**config.mk**
```make
export PLATFORM = sky130hd
export DESIGN_NAME = pattern_sequencer
export DESIGN_NICKNAME = d
export VERILOG_FILES = /design/src/rtl/pattern_sequencer.sv
export SDC_FILE = /design/constraint.sdc
export NUM_CORES = 1
export LEC_CHECK = 0
export ABC_AREA = 1
export CORE_AREA = 2 2 69 77
export CTS_CLUSTER_DIAMETER = 200
export DETAILED_ROUTE_END_ITERATION = 6
export DIE_AREA = 0 0 71 79
export PLACE_DENSITY = 0.63
export SETUP_SLACK_MARGIN = 0.4
export SLEW_MARGIN = 20
export SYNTH_ARGS = -nofsm -noshare
export SYNTH_HDL_FRONTEND = slang
export SYNTH_SLANG_ARGS = --single-unit
```
**constraint.sdc**
```tcl
create_clock -name clk_25 -period 1.8 [get_ports clk_25]
set_input_delay 0.36 -clock clk_25 [delete_from_list [all_inputs] [get_ports clk_25]]
set_output_delay 0.36 -clock clk_25 [all_outputs]
set_load 0.1 [all_outputs]
```
**src/rtl/pattern_sequencer.sv**
```systemverilog
// Frame-synchronous colour-pattern mode sequencer: advances the pattern on a
// debounced button press or after a fixed number of frames, only at frame start.
module pattern_sequencer #(
    parameter int FRAMES_PER_MODE = 60,
    parameter int DEBOUNCE_CYCLES = 250000,
    parameter int NUM_MODES       = 4
) (
    input  logic       clk_25,
    input  logic       n_rst,
    input  logic       vsync,
    input  logic       video_on,
    input  logic       btn_next,
    input  logic       auto_en,
    output logic [1:0] mode,
    output logic       mode_valid,
    output logic       pixel_enable,
    output logic       frame_tick
);
    localparam logic [0:0] WAIT_FRAME = 1'b0;
    localparam logic [0:0] RUN        = 1'b1;

    localparam int FC_W = $clog2(FRAMES_PER_MODE) + 1;
    localparam int DB_W = $clog2(DEBOUNCE_CYCLES) + 1;
    localparam logic [FC_W-1:0] FC_LAST   = FC_W'(FRAMES_PER_MODE - 1);
    localparam logic [DB_W-1:0] DB_LAST   = DB_W'(DEBOUNCE_CYCLES - 1);
    localparam logic [1:0]      MODE_LAST = 2'(NUM_MODES - 1);

    logic [0:0]      r_state;
    logic            r_vsync_d;
    logic            r_frame_tick;
    logic            r_btn_meta;
    logic            r_btn_sync;
    logic            r_btn_db;
    logic [DB_W-1:0] r_db_cnt;
    logic            r_pending;
    logic [FC_W-1:0] r_frame_cnt;
    logic [1:0]      r_mode;

    logic w_frame_start;
    logic w_run;
    logic w_db_flip;
    logic w_db_rise;
    logic w_expire;
    logic w_advance;

    assign w_frame_start = !vsync && r_vsync_d;
    assign w_run         = (r_state == RUN);
    // The rise is taken on the cycle the debounced level is about to flip so a
    // press landing on a frame-start cycle is applied at that frame start.
    assign w_db_flip     = (r_btn_sync != r_btn_db) && (r_db_cnt == DB_LAST);
    assign w_db_rise     = w_db_flip && r_btn_sync;
    assign w_expire      = auto_en && (r_frame_cnt == FC_LAST);
    assign w_advance     = w_frame_start && w_run && (r_pending || w_db_rise || w_expire);

    always_ff @(posedge clk_25 or negedge n_rst) begin
        if (!n_rst) begin
            r_vsync_d    <= 1'b1;
            r_frame_tick <= 1'b0;
            r_state      <= WAIT_FRAME;
        end else begin
            r_vsync_d    <= vsync;
            r_frame_tick <= w_frame_start;
            if (w_frame_start)
                r_state <= RUN;
        end
    end

    always_ff @(posedge clk_25 or negedge n_rst) begin
        if (!n_rst) begin
            r_btn_meta <= 1'b0;
            r_btn_sync <= 1'b0;
            r_btn_db   <= 1'b0;
            r_db_cnt   <= '0;
        end else begin
            r_btn_meta <= btn_next;
            r_btn_sync <= r_btn_meta;
            if (r_btn_sync == r_btn_db) begin
                r_db_cnt <= '0;
            end else if (w_db_flip) begin
                r_db_cnt <= '0;
                r_btn_db <= r_btn_sync;
            end else begin
                r_db_cnt <= r_db_cnt + 1'b1;
            end
        end
    end

    always_ff @(posedge clk_25 or negedge n_rst) begin
        if (!n_rst) begin
            r_pending   <= 1'b0;
            r_frame_cnt <= '0;
            r_mode      <= 2'd0;
        end else begin
            if (w_advance)
                r_pending <= 1'b0;
            else if (w_db_rise)
                r_pending <= 1'b1;

            if (!auto_en || w_advance)
                r_frame_cnt <= '0;
            else if (w_frame_start && w_run)
                r_frame_cnt <= r_frame_cnt + 1'b1;

            if (w_advance)
                r_mode <= (r_mode == MODE_LAST) ? 2'd0 : r_mode + 2'd1;
        end
    end

    assign mode         = r_mode;
    assign mode_valid   = w_run;
    assign pixel_enable = video_on && w_run;
    assign frame_tick   = r_frame_tick;
endmodule

```
==> key figures, run 1 <==
Synthesis
  – Largest cells by area after synthesis: dfrtp_1 46%, nand2_1 8.7%, nor2_1 8.2%, inv_1 5.6%, nand3_1 4.3%
  – Seq/Total Area, Yosys: 0.470
  – Distinct cells, synth: 26
  – Post-synth EDFFs: 0
  – Yosys top cell by area: dfrtp_1
  – Cell with the most instances after synthesis: nand2_1
  – Post-synth ARST share: 1.00
  – Top cell type's share of synthesized area: 0.456
  – Register bit total from synthesis: 35
  – Most common library cells after synthesis: 43 x nand2_1, 41 x nor2_1, 34 x dfrtp_1, 28 x inv_1, 16 x nand3_1
  – Synth warnings: 0
  – Post-Syn Nets: 238
  – Synthesized area per cell: 8.15 um^2
  – Synthesized cell area: 1870 um^2
  – Synth Flop Type: dfrtp_1
  – Post-synthesis instance total: 229

Clocking
  – TritonCTS clock tree: built
  – Clk_lat worst skew: 300 ps
  – Worst-path clk slew: 80 ps
  – H-tree depth: 2
  – Clock sink count: 35
  – Clk buf depth: 2
  – CTS Hold Bufs: 0
  – Clock root buffer: clkbuf_8
  – TritonCTS buffer count: 5

Die
  – Initial Util: 0.381
  – Die ar.: 5610 um^2
  – Die height: 79 um
  – I/O pins: 11
  – Die X: 71 um
  – Core box area: 4900 um^2
  – Row count: 27

Power and ir drop
  – Power Internal: 1490 uW
  – Sequential group share of total power: 0.416
  – Logic gate share of total power: 0.162
  – Sw Share: 0.272
  – LEAKAGE: 0.00114 uW
  – Power share of the clock group: 0.422
  – PwrDens: 758 nW/um^2
  – Net Sw Power: 557 uW
  – Pwr Total: 2050 uW
  – VDD IR max: 0.486 mV

Timing
  – Slew HR: 0.702
  – Skew final: 10.6 ps
  – Tmin final: 1540 ps
  – Fmax: 647 MHz
  – Setup_tns: 0 ps
  – Final count of hold timing violations: 0
  – Worst-Margin Slew: 447 ps
  – Setup violations, final: 0
  – Final slew viol count: 0
  – Final Cycle Share: 0.858
  – RSZ-0062 raised after global routing: yes

Worst setup path
  – Slowest CP cell: dfrtp_1
  – Reg2reg end: r_frame_cnt[5]$_DFFE_PN0P_
  – Critical path depth: 8
  – FF-to-FF path depth: 8
  – Crit path max-delay family: simple AND/OR/NAND/NOR gates
  – Worst EP arrival: 1730 ps
  – WS Path Type: reg -> reg
  – Crit-path max cell delay: 430 ps
  – Worst setup EP type: flip-flop
  – Setup crit start: r_db_cnt[10]$_DFF_PN0_
  – Crit-path cells: inv_1 > nand3_1 > nor2_1 > nand3_2 > nand3_4 > nand2_8 > nand2_8 > nor2_2
  – Bufs and invs on worst path: 1
  – Crit-path max FO: 6
  – Worst path most repeated cell: nand2_8
  – Crit start category: flip-flop
  – Reg-to-reg slack, setup: 260 ps
  – Crit path capture: r_frame_cnt[5]$_DFFE_PN0P_
  – Worst r2r src: r_db_cnt[10]$_DFF_PN0_
  – Worst EP required: 1990 ps

Detailed routing
  – Vias: 1,624
  – DRC violation total after the first TritonRoute iteration: 75
  – DRC viols: 0
  – ANT nets after route: 0
  – Drt pass-1 iters: 4
  – Routed WL: 4260 um
  – Vias per cell: 4.97
  – Avg WL per Cell: 13.0 um

Flow run
  – Max cap viols: 0

GRT
  – Number of global-route vias before repair: 1,633
  – Total Routing Usage GR: 0.159
  – GR Overflow Total: 0
  – First-pass GRT wire length: 7120 um
  – Largest net degree at the start of global routing: 19
  – Initial antenna violation count: 0

Final layout
  – Area grow syn2layout: 45.0%
  – # diodes: 0
  – Fraction of layout instances using a drive strength above 1: 0.416
  – Nets: 277
  – Fin cells: 327

Placed design
  – RD Place Congestion: 0.859
  – Dpl cells: 299
  – Input/output buffers: 10
  – HPWL Detailed: 2720 um

Min path
  – Worst min-delay path class: in -> async

Outcome
  – Outcome: complete, no violations
how the worst min path moves through the flow:
stage	to	from	slack, ps
3_5_place_dp	r_frame_cnt[1]$_DFFE_PN0P_	n_rst	330
6_report	r_frame_cnt[1]$_DFFE_PN0P_	n_rst	2
2_1_floorplan	frame_tick$_DFF_PN0_	n_rst	60
5_1_grt	r_frame_cnt[1]$_DFFE_PN0P_	n_rst	30
3_3_place_gp	r_frame_cnt[1]$_DFFE_PN0P_	n_rst	330
4_1_cts	r_frame_cnt[1]$_DFFE_PN0P_	n_rst	9
worst reg2reg max path, cell delays in order, from the launching register on:
cell	delay, ps
dfrtp_1	430
inv_1	180
nand3_1	140
nor2_1	170
nand3_2	140
nand3_4	120
nand2_8	90
nand2_8	110
nor2_2	40
what timing repair did:
item	CTS	global route
setup endpoints to repair	24	29
resized for setup	21	51
pin swaps	9	16
setup buffers	14	6
placed cells by master (no fill, tap or decap), types with 4 or more instances in the layout:
cell,instances
nand2_2,12
nand3_1,11
buf_12,6
nor3_1,4
inv_1,25
nand4_1,5
nand2_1,32
buf_4,15
buf_6,6
clkbuf_8,5
xor2_1,8
nor2_2,10
dfrtp_2,7
dfrtp_1,26
nor2_4,11
nor2_1,29
nand3_2,4
nand3_4,6
layout make-up:
class | count | area [um^2]
inverter | 32 | 133
sequential | 35 | 890
timing repair buffer | 32 | 347
clock buffer | 5 | 68.8
multi-input combinational | 162 | 1130
fill | 413 | 2190
tap | 58 | 72.6
clock inverter | 3 | 67.6
per-stage QoR:
stage / setup slack, ps / cell area [um^2] / hold slack [ps] / utilization
2_1_floorplan: 315 / 1900 / 64.4 / -
3_3_place_gp: 41.8 / 2150 / 330 / 0.438
3_5_place_dp: -49.2 / 2150 / 330 / 0.438
4_1_cts: 277 / 2480 / 8.51 / 0.507
5_1_grt: 172 / 2710 / 29.7 / 0.552
6_report: 255 / 2710 / 1.51 / 0.552
metal layers:
metal,part of all wire,wire length (um),up-vias,track usage
met2,0.51,2160,46,0.281
met5,0,0,-,0
li1,-,-,796,-
met3,0.042,179,11,0.0406
met1,0.43,1830,771,0.190
met4,0.023,97,0,0.0472
power groups by stage:
stage                     clock network, uW  registers (uW)  logic [uW]
final                                   865             854         332
after global routing                    902             858         353
after CTS                               887             850         315
after detailed placement                  0             864         297
after global placement                    0             863         294
after floorplan                           0             959        72.0
flip-flops by register name, summed over array words and instances (netlist names):
name	count
r_pending	1
r_btn_meta	1
r_btn_sync	1
mode	2
mode_valid	1
r_btn_db	1
frame_tick	1
r_db_cnt	19
r_vsync_d	1
r_frame_cnt	7
logic make-up after synthesis:
group                      synth area share
xor gates and xnor gates             0.0516
DFF                                   0.470
AOI/OAI and AO/OA                    0.0282
and+or+nand+nor                       0.366
adders and majority gates            0.0201
buffers and inverters                0.0644
(Power assumes the default switching activity.)
==> run 2, diff against run 1 <==
--- a/config.mk
+++ b/config.mk
@@ -5,11 +5,11 @@
 export SDC_FILE = /design/constraint.sdc
 export NUM_CORES = 1
 export LEC_CHECK = 0
-export ABC_AREA = 1
-export CORE_AREA = 2 2 69 77
+export ABC_AREA = 0
+export CORE_AREA = 2 2 65 74
 export CTS_CLUSTER_DIAMETER = 200
 export DETAILED_ROUTE_END_ITERATION = 6
-export DIE_AREA = 0 0 71 79
+export DIE_AREA = 0 0 67 76
 export PLACE_DENSITY = 0.63
 export SETUP_SLACK_MARGIN = 0.4
 export SLEW_MARGIN = 20
==> constraint.sdc (replaced) <==
create_clock -name clk_25 -period 2.01 [get_ports clk_25]
set_input_delay 0.402 -clock clk_25 [delete_from_list [all_inputs] [get_ports clk_25]]
set_output_delay 0.402 -clock clk_25 [all_outputs]
set_load 0.1 [all_outputs]
==> run 2 against run 1 <==
Against the previous run:
- via count down 19%
- final cell count down 22%
- synthesized cell count down 29%
- sequential share of layout area up 6.2 points
- highest routed layer unchanged
- clock power down 42%
- critical path type unchanged
- register-to-register slack worse by 110 ps
- routed wire length down 11%
- clock skew down 3.6 ps
- critical endpoint is now r_db_cnt[6]$_DFF_PN0_
- die area down 9.2%
==> key figures, run 2 <==
Synthesis
  – Distinct cells, synth: 38 (+46%)
  – Post-synth EDFFs: 0 (unchanged)
  – Post-synthesis instance total: 162 (-29%)
  – Register bit total from synthesis: 35 (unchanged)
  – Synth warnings: 0 (unchanged)
  – Seq/Total Area, Yosys: 0.520 (+0.0495)
  – Top cell type's share of synthesized area: 0.504 (+0.0480)
  – Synth Flop Type: dfrtp_1
  – Most common library cells after synthesis: 34 x dfrtp_1, 34 x nor2_1, 13 x xor2_1, 10 x nand3_1
  – Post-Syn Nets: 171 (-28%)
  – Largest cells by area after synthesis: dfrtp_1 50%, nor2_1 7.6%, xor2_1 6.7%, xnor2_1 4.7%, nand3_1 3.0%
  – Synthesized area per cell: 10.4 um^2 (+28%)
  – Synthesized cell area: 1690 um^2 (-9.5%)
  – Post-synth ARST share: 1.00 (unchanged)
  – Yosys top cell by area: dfrtp_1

Placed design
  – RD Place Congestion: 0.721 (-16%)
  – Dpl cells: 232 (-22%)
  – Input/output buffers: 10 (unchanged)
  – HPWL Detailed: 2380 um (-12%)

Final layout
  – Area grow syn2layout: 33.5%
  – Most common cell after layout, fill and taps aside: dfrtp_1
  – Largest Register: r_db_cnt
  – Nets: 208 (-25%)
  – Core Util, Final: 0.509 (-0.0429)
  – Seq. cell area: 881 um^2 (-0.98%)
  – # diodes: 0 (unchanged)
  – Fin cells: 255 (-22%)
  – Max reg flops: 19 (unchanged)
  – Fraction of layout instances using a drive strength above 1: 0.322 (-0.0947)
  – Commonest non-fill, non-tap cells in the layout: 33 x dfrtp_1, 24 x nor2_1, 23 x buf_4
  – Layout fillers: 433 (+4.8%)
  – Multi-input logic area: 876 um^2 (-22%)

Detailed routing
  – Routed WL: 3800 um (-11%)
  – ANT nets after route: 0 (unchanged)
  – Avg WL per Cell: 14.9 um (+15%)
  – DRC violation total after the first TritonRoute iteration: 55 (-27%)
  – Vias: 1,315 (-19%)
  – Drt pass-1 iters: 4 (unchanged)
  – Vias per cell: 5.16 (+3.8%)
  – DRC viols: 0 (unchanged)

Min path
  – Hold depth: 0
  – Worst min-delay path class: reg -> reg

GRT
  – Total Routing Usage GR: 0.156 (-0.00310)
  – Gr busiest metal: met2
  – Met1 usage: 0.165 (-0.0246)
  – Routing usage on met2: 0.275 (-0.00606)
  – Number of global-route vias before repair: 1,367 (-16%)
  – GR Overflow Total: 0 (unchanged)
  – Initial antenna violation count: 0 (unchanged)
  – First-pass GRT wire length: 5940 um (-17%)
  – Largest net degree at the start of global routing: 36 (+17)
  – GR met3 Demand/Resource: 0.0487 (+0.00814)

Clocking
  – Clock root buffer: clkbuf_8
  – Clk buf depth: 2 (unchanged)
  – H-tree depth: 2 (unchanged)
  – CTS Hold Bufs: 0 (unchanged)
  – Clock sink count: 35 (unchanged)
  – Worst-path clk slew: 70 ps (about the same)
  – Clk_lat worst skew: 290 ps (about the same)
  – TritonCTS clock tree: built
  – TritonCTS buffer count: 5 (unchanged)

Worst setup path
  – Crit-path max FO: 9 (+3)
  – Crit-path max cell delay: 570 ps (+140 ps)
  – WS Path Type: reg -> reg
  – FF-to-FF path depth: 6 (-2)
  – Crit start category: flip-flop
  – Crit-path cells: or4b_4 > nor3_4 > and2_4 > or2_4 > clkbuf_16 > nor2_1
  – Worst EP arrival: 2040 ps (+310 ps)
  – Worst setup EP type: flip-flop
  – Worst EP required: 2180 ps (+190 ps)
  – Slowest CP cell: or4b_4

Outcome
  – Outcome: complete, no violations

Timing
  – Fmax: 537 MHz (-17%)
  – Slew HR: 0.710 (+0.00761)
  – Setup violations, final: 0 (unchanged)
  – RSZ-0062 raised after global routing: yes
  – Skew final: 7.01 ps (-3.60 ps)
  – Setup_tns: 0 ps (unchanged)
  – Tmin final: 1860 ps (+317 ps)
  – Final count of hold timing violations: 0 (unchanged)
  – Worst-Margin Slew: 436 ps (-11.4 ps)
  – Final Cycle Share: 0.926 (+0.0682)
  – Final slew viol count: 0 (unchanged)

Die
  – I/O pins: 11 (unchanged)
  – Core box area: 4420 um^2 (-9.7%)
  – Die height: 76 um (-3.8%)
  – Die ar.: 5090 um^2 (-9.2%)
  – Row count: 26 (-3.7%)
  – Initial Util: 0.382 (+0.000662)
  – Die X: 67 um (-5.6%)

Power and ir drop
  – LEAKAGE: 0.000995 uW (-13%)
  – Pwr Total: 1550 uW (-24%)
  – PwrDens: 689 nW/um^2 (-9.1%)
  – VDD IR max: 0.336 mV (-31%)

Flow run
  – Max cap viols: 0 (unchanged)
run 2: changes by cell type in the layout (fill, tap and decap cells not counted), moves of 7 or more:
| cell | change |
|---|---|
| buf_4 | +8 |
| dfrtp_1 | +7 |
| dfrtp_2 | -7 |
| inv_1 | -21 |
| nand2_1 | -24 |
| nand2_2 | -11 |
| nor2_2 | -8 |
run 2: layout make-up:
cell class                      count  area share
Tap cell                           56      0.0311
Clock buffer                        6      0.0366
Clock inverter                      1     0.00222
Timing Repair Buffer               33       0.144
Multi-Input combinational cell    120       0.389
Sequential cell                    35       0.391
Inverter                            4     0.00666
run 2: worst paths after layout:
check / startpoint / to / slack (ps)
min reg2reg: r_btn_meta$_DFF_PN0_ / r_btn_sync$_DFF_PN0_ / 360
min in group asynchronous: n_rst / r_frame_cnt[2]$_DFFE_PN0P_ / 520
max reg2reg: r_db_cnt[8]$_DFF_PN0_ / r_db_cnt[6]$_DFF_PN0_ / 150
min: r_btn_meta$_DFF_PN0_ / r_btn_sync$_DFF_PN0_ / 360
max: r_db_cnt[8]$_DFF_PN0_ / r_db_cnt[6]$_DFF_PN0_ / 150
max in group asynchronous: n_rst / mode_valid$_DFFE_PN0P_ / 1150
run 2: cells by family (layout without fill, tap and decap cells):
family,after synthesis,after routing,synth area share
and+or+nand+nor,83,83,0.256
DFF,35,35,0.520
xor gates and xnor gates,22,22,0.114
AOI/OAI and AO/OA,10,10,0.0430
buffers and inverters,7,44,0.0267
adders and majority gates,3,3,0.0222
muxes,2,2,0.0178
run 2: layer usage:
layer  wire [um]  part of all wire  vias to the layer above
met2        2170              0.57                       18
met3         113             0.030                        7
li1            -                 -                      622
met5           0                 0                        -
met1        1450              0.38                      668
met4          73             0.019                        0
run 2: critical path: cells and delay by family (launching register included):
family	cells	cell delay [ps]
and+or+nand+nor	5	1170
DFF	1	410
buffers and inverters	1	160
run 2: what timing repair did:
action | CTS | global route
setup endpoints to repair | 30 | 30
pin swaps | 6 | 8
gates resized for setup | 6 | 23
gates cloned | 0 | 2
buffers inserted | 6 | 8
run 2: through the flow:
step	instance area, um^2	setup WS [ps]	hold slack (ps)
final	2250	148	356
after floorplan	1700	189	106
after global routing	2250	67.0	378
after CTS	2060	192	361
after global placement	1900	39.0	340
after detailed placement	1900	6.05	344
run 2: power by group:
| part | switching [uW] | internal [uW] | total (uW) |
|---|---|---|---|
| sequential | 28.9 | 731 | 760 |
| combinational | 195 | 95.6 | 291 |
| clock | 234 | 268 | 502 |
==> run 3, diff against run 2 <==
--- a/config.mk
+++ b/config.mk
@@ -6,11 +6,12 @@
 export NUM_CORES = 1
 export LEC_CHECK = 0
 export ABC_AREA = 0
-export CORE_AREA = 2 2 65 74
+export CORE_AREA = 5 5 68 77
 export CTS_CLUSTER_DIAMETER = 200
 export DETAILED_ROUTE_END_ITERATION = 6
-export DIE_AREA = 0 0 67 76
+export DIE_AREA = 0 0 73 82
 export PLACE_DENSITY = 0.63
+export REMOVE_ABC_BUFFERS = 1
 export SETUP_SLACK_MARGIN = 0.4
 export SLEW_MARGIN = 20
 export SYNTH_ARGS = -nofsm -noshare
==> run 3 against run 2 <==
Against the previous run:
- sequential share of layout area rose by 0.82 points
- largest power group unchanged
- sequential power barely moved
- count of clock-buffer cells in the layout rose by 2
- total power rose by 2.5%
- global-route usage fell by 2.1 points
- combinational power fell by 3%
- routed wire length fell by 7.5%
- critical path type unchanged
==> key figures, run 3 (synthesis results as in run 2) <==
Outcome
  – Outcome: complete, no violations

Final layout
  – Area grow syn2layout: 30.4%
  – Fraction of layout instances using a drive strength above 1: 0.277 (-0.0447)
  – Max reg flops: 19 (unchanged)
  – Commonest non-fill, non-tap cells in the layout: 33 x dfrtp_1, 32 x nor2_1, 18 x buf_4
  – Most common cell after layout, fill and taps aside: dfrtp_1
  – Largest Register: r_db_cnt
  – Layout fillers: 407 (-6.0%)
  – Nets: 203 (-2.4%)
  – # diodes: 0 (unchanged)
  – Core Util, Final: 0.497 (-0.0119)

Timing
  – Setup violations, final: 0 (unchanged)
  – RSZ-0062 raised after global routing: yes
  – Slew HR: 0.707 (-0.00240)
  – Setup_tns: 0 ps (unchanged)
  – Final slew viol count: 0 (unchanged)
  – Worst-Margin Slew: 439 ps (+3.60 ps)
  – Final count of hold timing violations: 0 (unchanged)
  – Final Cycle Share: 0.906 (-0.0200)
  – Skew final: 6.08 ps (-0.928 ps)
  – WHS: 354 ps (-2.60 ps)
  – Tmin final: 1820 ps (-40.2 ps)
  – Fmax: 549 MHz (+2.2%)

Detailed routing
  – DRC viols: 0 (unchanged)
  – DRC violation total after the first TritonRoute iteration: 61 (+11%)
  – Avg WL per Cell: 14.0 um (-6.0%)
  – Drt pass-1 iters: 4 (unchanged)
  – Routed WL: 3520 um (-7.5%)
  – Vias: 1,281 (-2.6%)
  – ANT nets after route: 0 (unchanged)
  – Vias per cell: 5.10 (-1.0%)

Worst setup path
  – Bufs and invs on worst path: 1 (unchanged)
  – WS Path Type: reg -> reg
  – Crit-path max cell delay: 590 ps (+20 ps)
  – Slowest CP cell: or4b_4
  – Crit start category: flip-flop
  – Worst setup EP type: flip-flop
  – Crit-path max FO: 10 (+1)
  – Worst EP required: 2180 ps (about the same)
  – Worst EP arrival: 1990 ps (-50 ps)
  – Crit path max-delay family: simple AND/OR/NAND/NOR gates
  – Crit-path cells: or4b_4 > nor3_4 > and2_4 > or2_4 > buf_12 > nor2_1

Placed design
  – HPWL Detailed: 2350 um (-1.0%)
  – Input/output buffers: 10 (unchanged)
  – RD Place Congestion: 0.810 (+12%)

Power and ir drop
  – LEAKAGE: 0.000975 uW (-2.0%)
  – Pwr Total: 1590 uW (+2.5%)
  – PwrDens: 723 nW/um^2 (+4.9%)
  – VDD IR max: 0.381 mV (+13%)

GRT
  – First-pass GRT wire length: 6140 um (+3.4%)
  – Initial antenna violation count: 0 (unchanged)
  – GR Overflow Total: 0 (unchanged)
  – Total Routing Usage GR: 0.134 (-0.0215)
  – Number of global-route vias before repair: 1,388 (+1.5%)
  – Largest net degree at the start of global routing: 36 (unchanged)

Die
  – Die X: 73 um (+9.0%)
  – Die ar.: 5990 um^2 (+18%)
  – I/O pins: 11 (unchanged)
  – Initial Util: 0.382 (unchanged)
  – Row count: 26 (unchanged)
  – Core box area: 4420 um^2 (unchanged)
  – Die height: 82 um (+7.9%)

Clocking
  – Clk_lat worst skew: 280 ps (about the same)
  – TritonCTS clock tree: built
  – Clk buf depth: 2 (unchanged)
  – H-tree depth: 2 (unchanged)
  – Worst-path clk slew: 70 ps (about the same)
  – Clock root buffer: clkbuf_8
  – Clock sink count: 35 (unchanged)
  – TritonCTS buffer count: 5 (unchanged)

Flow run
  – Max cap viols: 0 (unchanged)

Min path
  – Worst min-delay path class: reg -> reg
==> run 3: report_power, final <==
| group | switching, uW | internal (uW) | total (uW) |
|---|---|---|---|
| sequential | 27.0 | 732 | 759 |
| clock | 238 | 313 | 550 |
| combinational | 191 | 92.0 | 283 |
==> run 3: area by class of cell <==
type / count / area [um^2] / area share
well taps: 56 / 70.1 / 0.0318
flip-flops and latches: 35 / 878 / 0.399
inverters: 4 / 15.0 / 0.00682
repair buffers: 28 / 275 / 0.125
clock buffers: 8 / 100 / 0.0455
multi-input cells: 120 / 862 / 0.392
==> run 3: metrics by stage <==
stage | worst slack [ps] | area (um^2) | instances
2_1_floorplan | -193 | 1660 | 159
5_1_grt | 123 | 2200 | 251
6_report | 188 | 2200 | 251
4_1_cts | 201 | 2130 | 250
3_5_place_dp | 15.2 | 1910 | 234
3_3_place_gp | 35.7 | 1910 | 234
==> run 3: worst paths after layout <==
check / cells after the start / to / slack [ps] / from
min in group asynchronous: 2 / r_frame_cnt[0]$_DFFE_PN0P_ / 530 / n_rst
worst min-delay path: 0 / r_btn_sync$_DFF_PN0_ / 350 / r_btn_meta$_DFF_PN0_
max in group asynchronous: 2 / r_vsync_d$_DFF_PN1_ / 1150 / n_rst
worst max-delay path: 6 / r_db_cnt[2]$_DFF_PN0_ / 190 / r_db_cnt[8]$_DFF_PN0_
worst max register to register: 6 / r_db_cnt[2]$_DFF_PN0_ / 190 / r_db_cnt[8]$_DFF_PN0_
worst min register to register: 0 / r_btn_sync$_DFF_PN0_ / 350 / r_btn_meta$_DFF_PN0_
==> run 3: per-layer routing <==
| layer | vias to the layer above | wire length [um] | GRT usage | part of all wire |
|---|---|---|---|---|
| met3 | 7 | 142 | 0.0392 | 0.040 |
| met4 | 0 | 66 | 0.0572 | 0.019 |
| li1 | 614 | - | - | - |
| met5 | - | 0 | 0 | 0 |
| met1 | 639 | 1420 | 0.148 | 0.40 |
| met2 | 21 | 1890 | 0.239 | 0.54 |
==> run 3: worst register-to-register path: cells and delay by family (launching register included) <==
family,cells,cell delay (ps)
buffers and inverters,1,130
flip-flops,1,390
AND/OR/NAND/NOR,5,1180
==> run 3: repair_timing <==
item	4_1_cts	5_1_grt
setup buffers	7	1
pin swaps	16	9
hold buffers	0	0
resized for setup	12	13
cloned	1	0
endpoints found under the hold margin	0	0
endpoints found under the setup margin	31	30
